`src/rtl/phy_arb_pkg.sv`:
```
// Shared types and default constants for the phy lane arbiter.
package phy_arb_pkg;

    typedef enum logic [1:0] {
        ST_IDLE   = 2'd0,
        ST_INIT   = 2'd1,
        ST_ACTIVE = 2'd2
    } arb_state_e;

    localparam int NUM_REQ_DEF     = 4;
    localparam int DATA_W_DEF      = 8;
    localparam int INIT_CYCLES_DEF = 16;
    localparam int CNT_W           = 16;

endpackage

```
`src/rtl/phy_lane_arbiter_if.sv`:
```
// Requester-side valid/ready/data bundle: requesters are masters, the arbiter is the slave.
interface phy_lane_arbiter_if
    import phy_arb_pkg::*;
#(
    parameter int NUM_REQ = NUM_REQ_DEF,
    parameter int DATA_W  = DATA_W_DEF
);
    logic [NUM_REQ-1:0]        req_valid;
    logic [NUM_REQ*DATA_W-1:0] req_data;
    logic [NUM_REQ-1:0]        req_ready;

    modport master (output req_valid, output req_data, input req_ready);
    modport slave  (input req_valid, input req_data, output req_ready);
endinterface

```
`src/rtl/phy_lane_arbiter_rr_pick.sv`:
```
// Combinational circular-first picker: first set bit of req & ~excl starting at 'start'.
module rr_pick #(
    parameter int N = 4,
    localparam int IW = $clog2(N)
) (
    input  logic [N-1:0]  req,
    input  logic [IW-1:0] start,
    input  logic [N-1:0]  excl,
    output logic          found,
    output logic [IW-1:0] idx
);
    localparam logic [IW:0] N_L = (IW+1)'(N);

    logic [IW-1:0] cand_pos [N];
    logic [N-1:0]  cand_hit;

    genvar gi;
    generate
        for (gi = 0; gi < N; gi++) begin : g_cand
            logic [IW:0] sum;
            assign sum           = {1'b0, start} + (IW+1)'(gi);
            assign cand_pos[gi]  = (sum >= N_L) ? IW'(sum - N_L) : sum[IW-1:0];
            assign cand_hit[gi]  = req[cand_pos[gi]] & ~excl[cand_pos[gi]];
        end
    endgenerate

    // Scan from the far end so the nearest candidate to 'start' wins.
    always_comb begin
        found = 1'b0;
        idx   = '0;
        for (int k = N - 1; k >= 0; k--) begin
            if (cand_hit[k]) begin
                found = 1'b1;
                idx   = cand_pos[k];
            end
        end
    end
endmodule

```
`src/rtl/phy_lane_arbiter.sv`:
```
// Two-lane round-robin arbiter with IDLE/INIT/ACTIVE link bring-up.
// Define PHY_ARB_STATS_EN to build the saturating per-lane transfer counters.
module phy_lane_arbiter
    import phy_arb_pkg::*;
#(
    parameter int NUM_REQ     = NUM_REQ_DEF,
    parameter int DATA_W      = DATA_W_DEF,
    parameter int INIT_CYCLES = INIT_CYCLES_DEF
) (
    input  logic                clk_f,
    input  logic                reset,
    input  logic                enable,
    input  logic                lane_pause,
    phy_lane_arbiter_if.slave   req_bus,
    output logic [DATA_W-1:0]   lane0_data,
    output logic                lane0_valid,
    output logic [DATA_W-1:0]   lane1_data,
    output logic                lane1_valid,
    output logic                active,
    output logic [CNT_W-1:0]    lane_cnt0,
    output logic [CNT_W-1:0]    lane_cnt1
);
    localparam int IW     = $clog2(NUM_REQ);
    localparam int INIT_W = $clog2(INIT_CYCLES + 1);
    localparam logic [IW:0]     N_L       = (IW+1)'(NUM_REQ);
    localparam logic [INIT_W-1:0] INIT_LAST = INIT_W'(INIT_CYCLES - 1);

    arb_state_e          state_reg, state_next;
    logic [INIT_W-1:0]   init_cnt_reg, init_cnt_next;
    logic [IW-1:0]       ptr_reg, ptr_next;
    logic                active_reg;
    logic [DATA_W-1:0]   lane0_data_reg, lane1_data_reg;
    logic                lane0_valid_reg, lane1_valid_reg;

    logic [DATA_W-1:0]   req_bytes [NUM_REQ];
    logic                grant_en, found0, found1, take0, take1;
    logic [IW-1:0]       g0, g1, g1_start, last_idx;
    logic [IW:0]         g0_inc, last_inc;
    logic [NUM_REQ-1:0]  g0_mask, g1_mask;

    genvar gi;
    generate
        for (gi = 0; gi < NUM_REQ; gi++) begin : g_bytes
            assign req_bytes[gi] = req_bus.req_data[gi*DATA_W +: DATA_W];
        end
    endgenerate

    always_comb begin
        state_next    = state_reg;
        init_cnt_next = init_cnt_reg;
        if (!enable) begin
            state_next    = ST_IDLE;
            init_cnt_next = '0;
        end else begin
            case (state_reg)
                ST_IDLE: begin
                    state_next    = ST_INIT;
                    init_cnt_next = '0;
                end
                ST_INIT: begin
                    if (init_cnt_reg == INIT_LAST) begin
                        state_next    = ST_ACTIVE;
                        init_cnt_next = '0;
                    end else begin
                        init_cnt_next = init_cnt_reg + 1'b1;
                    end
                end
                ST_ACTIVE: state_next = ST_ACTIVE;
                default:   state_next = ST_IDLE;
            endcase
        end
    end

    // enable is in the grant term so ready drops in the same cycle enable falls.
    assign grant_en = (state_reg == ST_ACTIVE) && enable && !lane_pause;

    rr_pick #(.N(NUM_REQ)) u_pick0 (
        .req   (req_bus.req_valid),
        .start (ptr_reg),
        .excl  ('0),
        .found (found0),
        .idx   (g0)
    );

    assign g0_inc   = {1'b0, g0} + 1'b1;
    assign g1_start = (g0_inc == N_L) ? '0 : g0_inc[IW-1:0];
    assign g0_mask  = NUM_REQ'(1) << g0;

    rr_pick #(.N(NUM_REQ)) u_pick1 (
        .req   (req_bus.req_valid),
        .start (g1_start),
        .excl  (g0_mask),
        .found (found1),
        .idx   (g1)
    );

    assign g1_mask = NUM_REQ'(1) << g1;
    assign take0   = grant_en && found0;
    assign take1   = take0 && found1;

    assign req_bus.req_ready = (take0 ? g0_mask : '0) | (take1 ? g1_mask : '0);

    assign last_idx = take1 ? g1 : g0;
    assign last_inc = {1'b0, last_idx} + 1'b1;
    assign ptr_next = (last_inc == N_L) ? '0 : last_inc[IW-1:0];

    always_ff @(posedge clk_f or negedge reset) begin
        if (!reset) begin
            state_reg       <= ST_IDLE;
            init_cnt_reg    <= '0;
            ptr_reg         <= '0;
            active_reg      <= 1'b0;
            lane0_data_reg  <= '0;
            lane1_data_reg  <= '0;
            lane0_valid_reg <= 1'b0;
            lane1_valid_reg <= 1'b0;
        end else begin
            state_reg       <= state_next;
            init_cnt_reg    <= init_cnt_next;
            active_reg      <= (state_next == ST_ACTIVE);
            lane0_valid_reg <= take0;
            lane1_valid_reg <= take1;
            if (take0) begin
                lane0_data_reg <= req_bytes[g0];
                ptr_reg        <= ptr_next;
            end
            if (take1) begin
                lane1_data_reg <= req_bytes[g1];
            end
        end
    end

    assign lane0_data  = lane0_data_reg;
    assign lane0_valid = lane0_valid_reg;
    assign lane1_data  = lane1_data_reg;
    assign lane1_valid = lane1_valid_reg;
    assign active      = active_reg;

`ifdef PHY_ARB_STATS_EN
    logic [CNT_W-1:0] cnt0_reg, cnt1_reg;

    // Counts advance on the edge that registers the lane valid, and clear on IDLE entry.
    always_ff @(posedge clk_f or negedge reset) begin
        if (!reset) begin
            cnt0_reg <= '0;
            cnt1_reg <= '0;
        end else if (state_next == ST_IDLE) begin
            cnt0_reg <= '0;
            cnt1_reg <= '0;
        end else begin
            if (take0 && (cnt0_reg != '1)) cnt0_reg <= cnt0_reg + 1'b1;
            if (take1 && (cnt1_reg != '1)) cnt1_reg <= cnt1_reg + 1'b1;
        end
    end

    assign lane_cnt0 = cnt0_reg;
    assign lane_cnt1 = cnt1_reg;
`else
    assign lane_cnt0 = '0;
    assign lane_cnt1 = '0;
`endif
endmodule

```
`src/flat_wrapper.sv`:
```
// flat-port wrapper written by rule: the top's interface ports become plain ports
module phy_lane_arbiter_flat import phy_arb_pkg::*;
#(
    parameter int NUM_REQ     = NUM_REQ_DEF,
    parameter int DATA_W      = DATA_W_DEF,
    parameter int INIT_CYCLES = INIT_CYCLES_DEF
)
  (clk_f, reset, enable, lane_pause, lane0_data, lane0_valid, lane1_data, lane1_valid, active, lane_cnt0, lane_cnt1, req_bus_req_valid, req_bus_req_data, req_bus_req_ready);
  phy_lane_arbiter_if #(.NUM_REQ(NUM_REQ), .DATA_W(DATA_W)) req_bus_i ();
  input  logic clk_f;
  input  logic reset;
  input  logic enable;
  input  logic lane_pause;
  output logic [DATA_W-1:0] lane0_data;
  output logic lane0_valid;
  output logic [DATA_W-1:0] lane1_data;
  output logic lane1_valid;
  output logic active;
  output logic [CNT_W-1:0] lane_cnt0;
  output logic [CNT_W-1:0] lane_cnt1;
  input wire logic [$bits(req_bus_i.req_valid)-1:0] req_bus_req_valid;
  input wire logic [$bits(req_bus_i.req_data)-1:0] req_bus_req_data;
  output wire logic [$bits(req_bus_i.req_ready)-1:0] req_bus_req_ready;
  assign req_bus_i.req_valid = req_bus_req_valid;
  assign req_bus_i.req_data = req_bus_req_data;
  assign req_bus_req_ready = req_bus_i.req_ready;
  phy_lane_arbiter #(.NUM_REQ(NUM_REQ), .DATA_W(DATA_W), .INIT_CYCLES(INIT_CYCLES)) u_core (.clk_f(clk_f), .reset(reset), .enable(enable), .lane_pause(lane_pause), .req_bus(req_bus_i), .lane0_data(lane0_data), .lane0_valid(lane0_valid), .lane1_data(lane1_data), .lane1_valid(lane1_valid), .active(active), .lane_cnt0(lane_cnt0), .lane_cnt1(lane_cnt1));
endmodule
```
`config.mk`:
```
export PLATFORM = sky130hd
export DESIGN_NAME = phy_lane_arbiter_flat
export DESIGN_NICKNAME = d
export VERILOG_FILES = /design/src/rtl/phy_arb_pkg.sv /design/src/rtl/phy_lane_arbiter_if.sv /design/src/rtl/phy_lane_arbiter_rr_pick.sv /design/src/rtl/phy_lane_arbiter.sv /design/src/flat_wrapper.sv
export SDC_FILE = /design/constraint.sdc
export NUM_CORES = 1
export LEC_CHECK = 0
export CAP_MARGIN = 20
export CORE_ASPECT_RATIO = 1.5
export CORE_MARGIN = 3
export CORE_UTILIZATION = 48
export CTS_BUF_LIST = sky130_fd_sc_hd__clkbuf_4
export CTS_CLUSTER_DIAMETER = 30
export CTS_CLUSTER_SIZE = 40
export DETAILED_ROUTE_END_ITERATION = 7
export PLACE_DENSITY = 0.95
export SYNTH_ARGS = -nofsm -noshare
export SYNTH_HDL_FRONTEND = slang
export SYNTH_SLANG_ARGS = --single-unit
```
`constraint.sdc`:
```
create_clock -name clk_f -period 9.4 [get_ports clk_f]
set_input_delay 1.88 -clock clk_f [delete_from_list [all_inputs] [get_ports clk_f]]
set_output_delay 1.88 -clock clk_f [all_outputs]
set_load 0.05 [all_outputs]
```
==> metrics.txt <==
# TYPE chip_impl_metric gauge
chip_impl_info{name="rr_endpoint",value="u_core.ptr_reg[1]$_DFFE_PN0P_"} 1
chip_impl_metric{name="worst_slack",unit="ns"} 0.553
chip_impl_metric{name="tritoncts_buffers",unit=""} 3
chip_impl_metric{name="static-leakage-power",unit="nW"} 1.31
chip_impl_metric{name="antenna_left",unit=""} 0
chip_impl_metric{name="groute.usage.overall",unit=""} 0.225
chip_impl_metric{name="slowest_delay",unit="ns"} 0.83
chip_impl_info{name="timing.hold.worst.class",value="flop to flop"} 1
chip_impl_metric{name="yosys_register_bits",unit=""} 28
chip_impl_info{name="crit-reg2reg-launch",value="u_core.ptr_reg[1]$_DFFE_PN0P_"} 1
chip_impl_metric{name="post_cts_buffers",unit=""} 0
chip_impl_metric{name="num_io_pins",unit=""} 95
chip_impl_metric{name="timing.reg2reg.setup_slack",unit="ns"} 5.22
chip_impl_metric{name="combPwrFrac",unit=""} 0.487
chip_impl_metric{name="port-buffer-count",unit=""} 62
chip_impl_info{name="synthFlopType",value="sky130_fd_sc_hd__dfrtp_1"} 1
chip_impl_metric{name="cts.htree.levels",unit=""} 1
chip_impl_metric{name="cts_repair_resize_count",unit=""} 0
chip_impl_info{name="hold-path-endpoint",value="u_core.lane0_data[3]$_DFFE_PN0P_"} 1
chip_impl_metric{name="fin_crit",unit="ns"} 8.85
chip_impl_metric{name="timing_hold_violations_final",unit=""} 0
chip_impl_info{name="crit_path_cell_trace",value="clkdlybuf4s50_1, a21boi_0, o221a_2, clkinv_1, ha_1, and2b_1, nor2_1, a311o_1, a221oi_2, mux2_4, or4_1, a21oi_1, clkdlybuf4s50_1"} 1
chip_impl_info{name="worstSetupStartpointType",value="primary input"} 1
chip_impl_info{name="crit_type",value="primary input to output pin"} 1
chip_impl_metric{name="cp.required",unit="ns"} 7.52
chip_impl_info{name="hold_path_startpoint",value="u_core.lane0_data[3]$_DFFE_PN0P_"} 1
chip_impl_info{name="most_frequent_cells_in_the_layout",value="67 x sky130_fd_sc_hd__nand2_1, 62 x sky130_fd_sc_hd__clkdlybuf4s50_1, 32 x sky130_fd_sc_hd__conb_1, 28 x sky130_fd_sc_hd__dfrtp_1, 24 x sky130_fd_sc_hd__o21ai_0"} 1
chip_impl_metric{name="power.net_switching",unit="mW"} 0.181
chip_impl_metric{name="first_global_vias",unit=""} 2202
chip_impl_metric{name="syn_area_per_cell",unit="um2"} 7.93
chip_impl_metric{name="gp_congestion",unit=""} 0.946
chip_impl_info{name="tritoncts_clock_tree",value="done"} 1
chip_impl_metric{name="cts_max_path_buffers",unit=""} 2
chip_impl_info{name="layout.cells.most_common",value="sky130_fd_sc_hd__nand2_1"} 1
chip_impl_metric{name="wire_per_inst",unit="um"} 16.0
chip_impl_metric{name="drc_errors",unit=""} 0
chip_impl_info{name="timing.critical_path.to_type",value="output pin"} 1
chip_impl_metric{name="post_cts_hold_buffer_count",unit=""} 0
chip_impl_metric{name="grt_first_pass_wirelength",unit="um"} 10500
chip_impl_metric{name="netlist_instances",unit=""} 296
chip_impl_metric{name="ys_types",unit=""} 54
chip_impl_metric{name="synth-edff-count",unit=""} 0
chip_impl_metric{name="synthesis.area",unit="um2"} 2350
chip_impl_metric{name="worst_pin_slew",unit="ns"} 0.578
chip_impl_metric{name="clock_skew",unit="ns"} 0.00754
chip_impl_metric{name="fp.dieArea",unit="um2"} 5780
chip_impl_metric{name="detail_route.first_pass.iterations",unit=""} 5
chip_impl_metric{name="first_iter_violations",unit=""} 230
chip_impl_metric{name="dp_cells",unit=""} 406
chip_impl_info{name="cts.root.buffer_cell",value="sky130_fd_sc_hd__clkbuf_4"} 1
chip_impl_metric{name="areaGrowthSynthToFinish",unit="%"} 23.0
chip_impl_metric{name="antenna-diode-count",unit=""} 0
chip_impl_metric{name="initial_utilization",unit=""} 0.508
chip_impl_metric{name="fp.coreArea",unit="um2"} 4620
chip_impl_metric{name="crit_path_max_fanout",unit=""} 22
chip_impl_metric{name="synth_sequential_area_ratio",unit=""} 0.299
chip_impl_metric{name="power.share.clock",unit=""} 0.187
chip_impl_metric{name="grt_start_max_net_pins",unit=""} 29
chip_impl_metric{name="sequential_cell_fraction_of_total_power",unit=""} 0.326
chip_impl_metric{name="cellInternalPower",unit="mW"} 0.247
chip_impl_metric{name="grt_antenna_before_repair",unit=""} 0
chip_impl_metric{name="yosysWarningCount",unit=""} 0
chip_impl_metric{name="layout-drive-gt1-share",unit=""} 0.0462
chip_impl_metric{name="cp_data_arrival_time",unit="ns"} 6.97
chip_impl_info{name="max_stage_delay_cell_worst_path",value="sky130_fd_sc_hd__clkdlybuf4s50_1"} 1
chip_impl_metric{name="postSynth.asyncResetShare",unit=""} 1.00
chip_impl_metric{name="route.detailed.vias_per_inst",unit=""} 5.62
chip_impl_metric{name="vdd.ir_drop.worst",unit="mV"} 0.0568
chip_impl_metric{name="finalCritPeriodShare",unit=""} 0.941
chip_impl_metric{name="die_height",unit="um"} 91.6
chip_impl_metric{name="die-width",unit="um"} 63.1
chip_impl_metric{name="globalRoute.totalOverflow",unit=""} 0
chip_impl_info{name="rsz0062_at_grt",value="no"} 1
chip_impl_metric{name="swShare",unit=""} 0.423
chip_impl_metric{name="power_per_cell_area",unit="nW/um2"} 148
chip_impl_metric{name="fillers",unit=""} 377
chip_impl_metric{name="cts_num_sinks",unit=""} 28
chip_impl_metric{name="clk_pin_slew",unit="ns"} 0.14
chip_impl_metric{name="placementRows",unit=""} 30
chip_impl_info{name="outcome",value="completed"} 1
chip_impl_metric{name="setup_viol",unit=""} 0
chip_impl_metric{name="layout.cells.non_filler",unit=""} 410
chip_impl_metric{name="worst_slew_margin_rel",unit=""} 0.613
chip_impl_metric{name="worst_r2r_path_cells",unit=""} 11
chip_impl_metric{name="layout.nets",unit=""} 389
chip_impl_metric{name="place_ws",unit="ns"} 0.674
chip_impl_metric{name="hold-path-cell-count",unit=""} 2
chip_impl_metric{name="skew_pair_late_insertion_delay",unit="ns"} 0.34
chip_impl_info{name="critical_path.most_common_cell",value="sky130_fd_sc_hd__clkdlybuf4s50_1"} 1
chip_impl_metric{name="sum_neg_setup_slack",unit="ns"} 0
chip_impl_metric{name="maxClockFrequency",unit="MHz"} 113
chip_impl_metric{name="wirelength",unit="um"} 6560
chip_impl_metric{name="hpwlAfterDp",unit="um"} 4900
chip_impl_metric{name="cap_viol_max_count",unit=""} 0
chip_impl_metric{name="slew_viol_final",unit=""} 0
chip_impl_metric{name="route.vias.total",unit=""} 2304
-- synthesized netlist by cell type, types with 5 or more instances --
| library cell | number | area, um2 |
|---|---|---|
| sky130_fd_sc_hd__buf_4 | 33 | 248 |
| sky130_fd_sc_hd__mux2i_1 | 16 | 160 |
| sky130_fd_sc_hd__nand3_1 | 10 | 50.1 |
| sky130_fd_sc_hd__inv_1 | 7 | 26.3 |
| sky130_fd_sc_hd__o221ai_1 | 9 | 78.8 |
| sky130_fd_sc_hd__dfrtp_1 | 28 | 701 |
| sky130_fd_sc_hd__clkbuf_1 | 6 | 22.5 |
| sky130_fd_sc_hd__nand2b_1 | 5 | 31.3 |
| sky130_fd_sc_hd__nor2_1 | 8 | 30.0 |
| sky130_fd_sc_hd__nand2_1 | 67 | 251 |
| sky130_fd_sc_hd__a21boi_0 | 6 | 45.0 |
| sky130_fd_sc_hd__o21ai_0 | 24 | 120 |
| sky130_fd_sc_hd__nor2b_1 | 7 | 43.8 |
| sky130_fd_sc_hd__a21oi_1 | 12 | 60.1 |
| sky130_fd_sc_hd__buf_2 | 7 | 35.0 |
-- cell families (layout without fill, tap and decap cells) --
kind of cell	count (synthesis)	after routing	synth area share
and+or+nand+nor	115	115	0.230
AOI/OAI and AO/OA	72	72	0.207
other	1	32	0.00160
adders and majority gates	2	2	0.0107
DFF	28	28	0.299
buffers and inverters	60	79	0.171
muxes	18	18	0.0810
-- power groups by stage --
| stage | sequential, mW | combinational [mW] | clock [mW] |
|---|---|---|---|
| 5_1_grt | 0.141 | 0.222 | 0.0825 |
| 2_1_floorplan | 0.164 | 0.148 | 0 |
| 6_report | 0.139 | 0.208 | 0.0800 |
| 3_5_place_dp | 0.141 | 0.205 | 0 |
| 4_1_cts | 0.139 | 0.206 | 0.0795 |
| 3_3_place_gp | 0.141 | 0.199 | 0 |
-- metal layers --
layer | wire (um) | vias to the layer above | track usage
met1 | 2290 | 1073 | 0.245
met2 | 3460 | 135 | 0.404
li1 | - | 1069 | -
met5 | 0 | - | 0
met3 | 525 | 27 | 0.0355
met4 | 292 | 0 | 0.127
-- final cells by class --
cell class	count	area [um2]	area share
clock buffers	3	22.5	0.00780
clock inverters	1	30.0	0.0104
inverters	10	40.0	0.0139
multi-input cells	239	1370	0.475
flip-flops and latches	28	701	0.243
well taps	64	80.1	0.0277
repair buffers	65	643	0.223
-- per-stage QoR --
stage	instance area, um2	util	power, mW	hold slack [ns]
finish	2890	0.625	0.428	0.503
CTS	2890	0.625	0.424	0.506
global route	2890	0.625	0.445	0.537
floorplan	2460	-	0.311	0.492
detailed placement	2830	0.614	0.346	0.473
global placement	2830	0.614	0.340	0.464
-- critical path, delay by kind of cell --
kind,cells,cell delay [ns]
fa+ha+maj,1,0.26
buf+inv,3,1.76
simple gates,3,0.85
compound gates,5,1.74
mux,1,0.47
-- how the worst max path moves through the flow --
stage                          from              endpoint  slack [ns]
2_1_floorplan  req_bus_req_valid[2]  req_bus_req_ready[0]        1.96
3_3_place_gp   req_bus_req_valid[0]  req_bus_req_ready[2]        0.81
3_5_place_dp   req_bus_req_valid[0]  req_bus_req_ready[0]        0.67
4_1_cts        req_bus_req_valid[0]  req_bus_req_ready[2]        0.65
5_1_grt        req_bus_req_valid[0]  req_bus_req_ready[2]        0.32
6_report       req_bus_req_valid[0]  req_bus_req_ready[2]        0.55
No activity file was read; power rests on OpenSTA's default activity.
==> edit (same settings) <==
Build with the macro `PHY_ARB_STATS_EN` defined.
--- a/src/rtl/phy_lane_arbiter.sv
+++ b/src/rtl/phy_lane_arbiter.sv
@@ -1,5 +1,7 @@
 // Two-lane round-robin arbiter with IDLE/INIT/ACTIVE link bring-up.
 // Define PHY_ARB_STATS_EN to build the saturating per-lane transfer counters.
+`define PHY_ARB_STATS_EN
+
 module phy_lane_arbiter
     import phy_arb_pkg::*;
 #(
Formal check against the unedited RTL: same outputs for any inputs over 10 cycles, from zero or initial values and one cycle with reset low; that may be too few to reach the edited logic, so the function may still have changed.
==> edit against the unedited design <==
- sequential power increased by 86%
- fmax increased by 3.3%
- wire length increased by 58%
- design area increased by 67%
- area after synthesis increased by 60%
- total power increased by 13%
- sequential cell count increased by 32
- worst setup slack improved by 0.28 ns
==> edit: results (changes against the unedited design) <==
[placement]
place_inst=588  ; +45%
placed_cell_area_mm2=0.00473  ; +67%
dp_hpwl_um=7780  ; +59%
place_congestion=0.898  ; -5.1%
place_ws_ns=0.910  ; +0.236 ns
port_buffers=94  ; +52%

[status]
outcome=finished clean

[sta]
skew_ns=0.0166  ; +0.00907 ns
fin_hold_ws_ns=0.502  ; -0.00135 ns

[global_route]
grt_start_max_net_pins=61  ; +110%
antenna_found_initial=1  ; +1
use_met1=0.245  ; about the same
grt.total_usage=0.232  ; +0.00786
grt_use_met2=0.443  ; +0.0390
grt_pass1_wl_um=16300  ; +55%
use_met3=0.0291  ; -0.00641

[power]
powerComb_mw=0.0855  ; -59%
p_int_mw=0.346  ; +40%
peakVddDrop_uv=65.0  ; +14%
powerSeq_mw=0.259  ; +86%
power_leakage_nw=1.96  ; +50%

[cells_and_area]
fillers=624  ; +66%
final_layout_size_suffix_gt1_frac=0.0976  ; +0.0514
nNetsFinal=543  ; +40%

[synth]
netlist_top_cells_count=60 x dfrtp_1, 58 x nand2_1, 37 x nor2_1, 31 x o21ai_0, 22 x nand3_1
yosysSeqAreaShare=0.400  ; +0.102
synthDistinctLibCells=61  ; +13%
syn_area_per_cell_um2=9.06  ; +14%
syn_nets=458
yosys-top-cells-area=dfrtp_1 40%, nand2_1 5.8%, mux2i_1 4.8%

[clock_network]
cts_max_level=3  ; +2
clock_tree.root_cell=clkbuf_4
clk_latency_ns=0.40  ; +0.06 ns
numCtsBuffers=9  ; +6
clkSlewWorstSetupHoldPaths_ns=0.11  ; -0.03 ns

[drt]
dr.first_iter.drc_count=205  ; -11%
vias_per_cell=5.79  ; +3.0%
wl_met1_um=3850  ; +68%
wl_met3_um=404  ; -23%
drt-total-wl_um=10400  ; +58%
routedWlPerCell_um=17.2  ; +7.6%
wl_met2_um=5880  ; +70%

[critical_path]
reg2reg_depth=14  ; +3
max_stage_delay_ns=0.70  ; -0.13 ns
crit_fanout=21  ; -4.5%
critPathArrivalTime_ns=6.69  ; -0.28 ns
r2r_end=u_core.lane1_data[3]
r2r_slack_ns=5.19  ; -0.03 ns

[hold_path]
min_delay_worst_endpoint=u_core.lane0_data[6]
hp-start=u_core.lane0_data[6]

edit: cell count changes after synthesis, moves of 9 or more:
cell     before  now
buf_4        33    0
dfrtp_1      28   60
nor2_1        8   37
xor2_1        0   15
nand3_1      10   22
mux2_2        0    9
nand2_1      67   58
xnor2_1       0    9
edit: logic make-up after synthesis:
group	count (synthesis)	synth area share
buffers and inverters	35	0.0420
AND/OR/NAND/NOR	172	0.227
flip-flops	60	0.400
adder cells (fa/ha/maj)	4	0.0133
AO/OA/AOI/OAI	92	0.186
XOR/XNOR	24	0.0560
multiplexers	27	0.0751
edit: worst max path at each step:
stage,depth (start not counted),to,slack [ns],startpoint
2_1_floorplan,15,req_bus_req_ready[1],2.12,req_bus_req_valid[3]
3_3_place_gp,16,req_bus_req_ready[3],1.12,req_bus_req_valid[1]
3_5_place_dp,16,req_bus_req_ready[3],0.91,req_bus_req_valid[1]
4_1_cts,16,req_bus_req_ready[3],0.89,req_bus_req_valid[1]
5_1_grt,16,req_bus_req_ready[3],0.58,req_bus_req_valid[1]
6_report,16,req_bus_req_ready[3],0.83,req_bus_req_valid[1]
edit: critical path, delay by kind of cell:
kind	cells	cell delay [ns]
AO/OA/AOI/OAI	3	0.93
buffers and inverters	6	2.24
AND/OR/NAND/NOR	6	1.32
adder cells (fa/ha/maj)	1	0.29
edit: final cells by class:
class | count | area, um2 | area share
clock buffers | 9 | 67.6 | 0.0140
flip-flops and latches | 60 | 1500 | 0.311
diodes | 1 | 2.50 | 0.000519
repair buffers | 98 | 966 | 0.200
clock inverters | 5 | 21.3 | 0.00441
multi-input cells | 319 | 2100 | 0.435
well taps | 100 | 125 | 0.0259
inverters | 11 | 41.3 | 0.00856
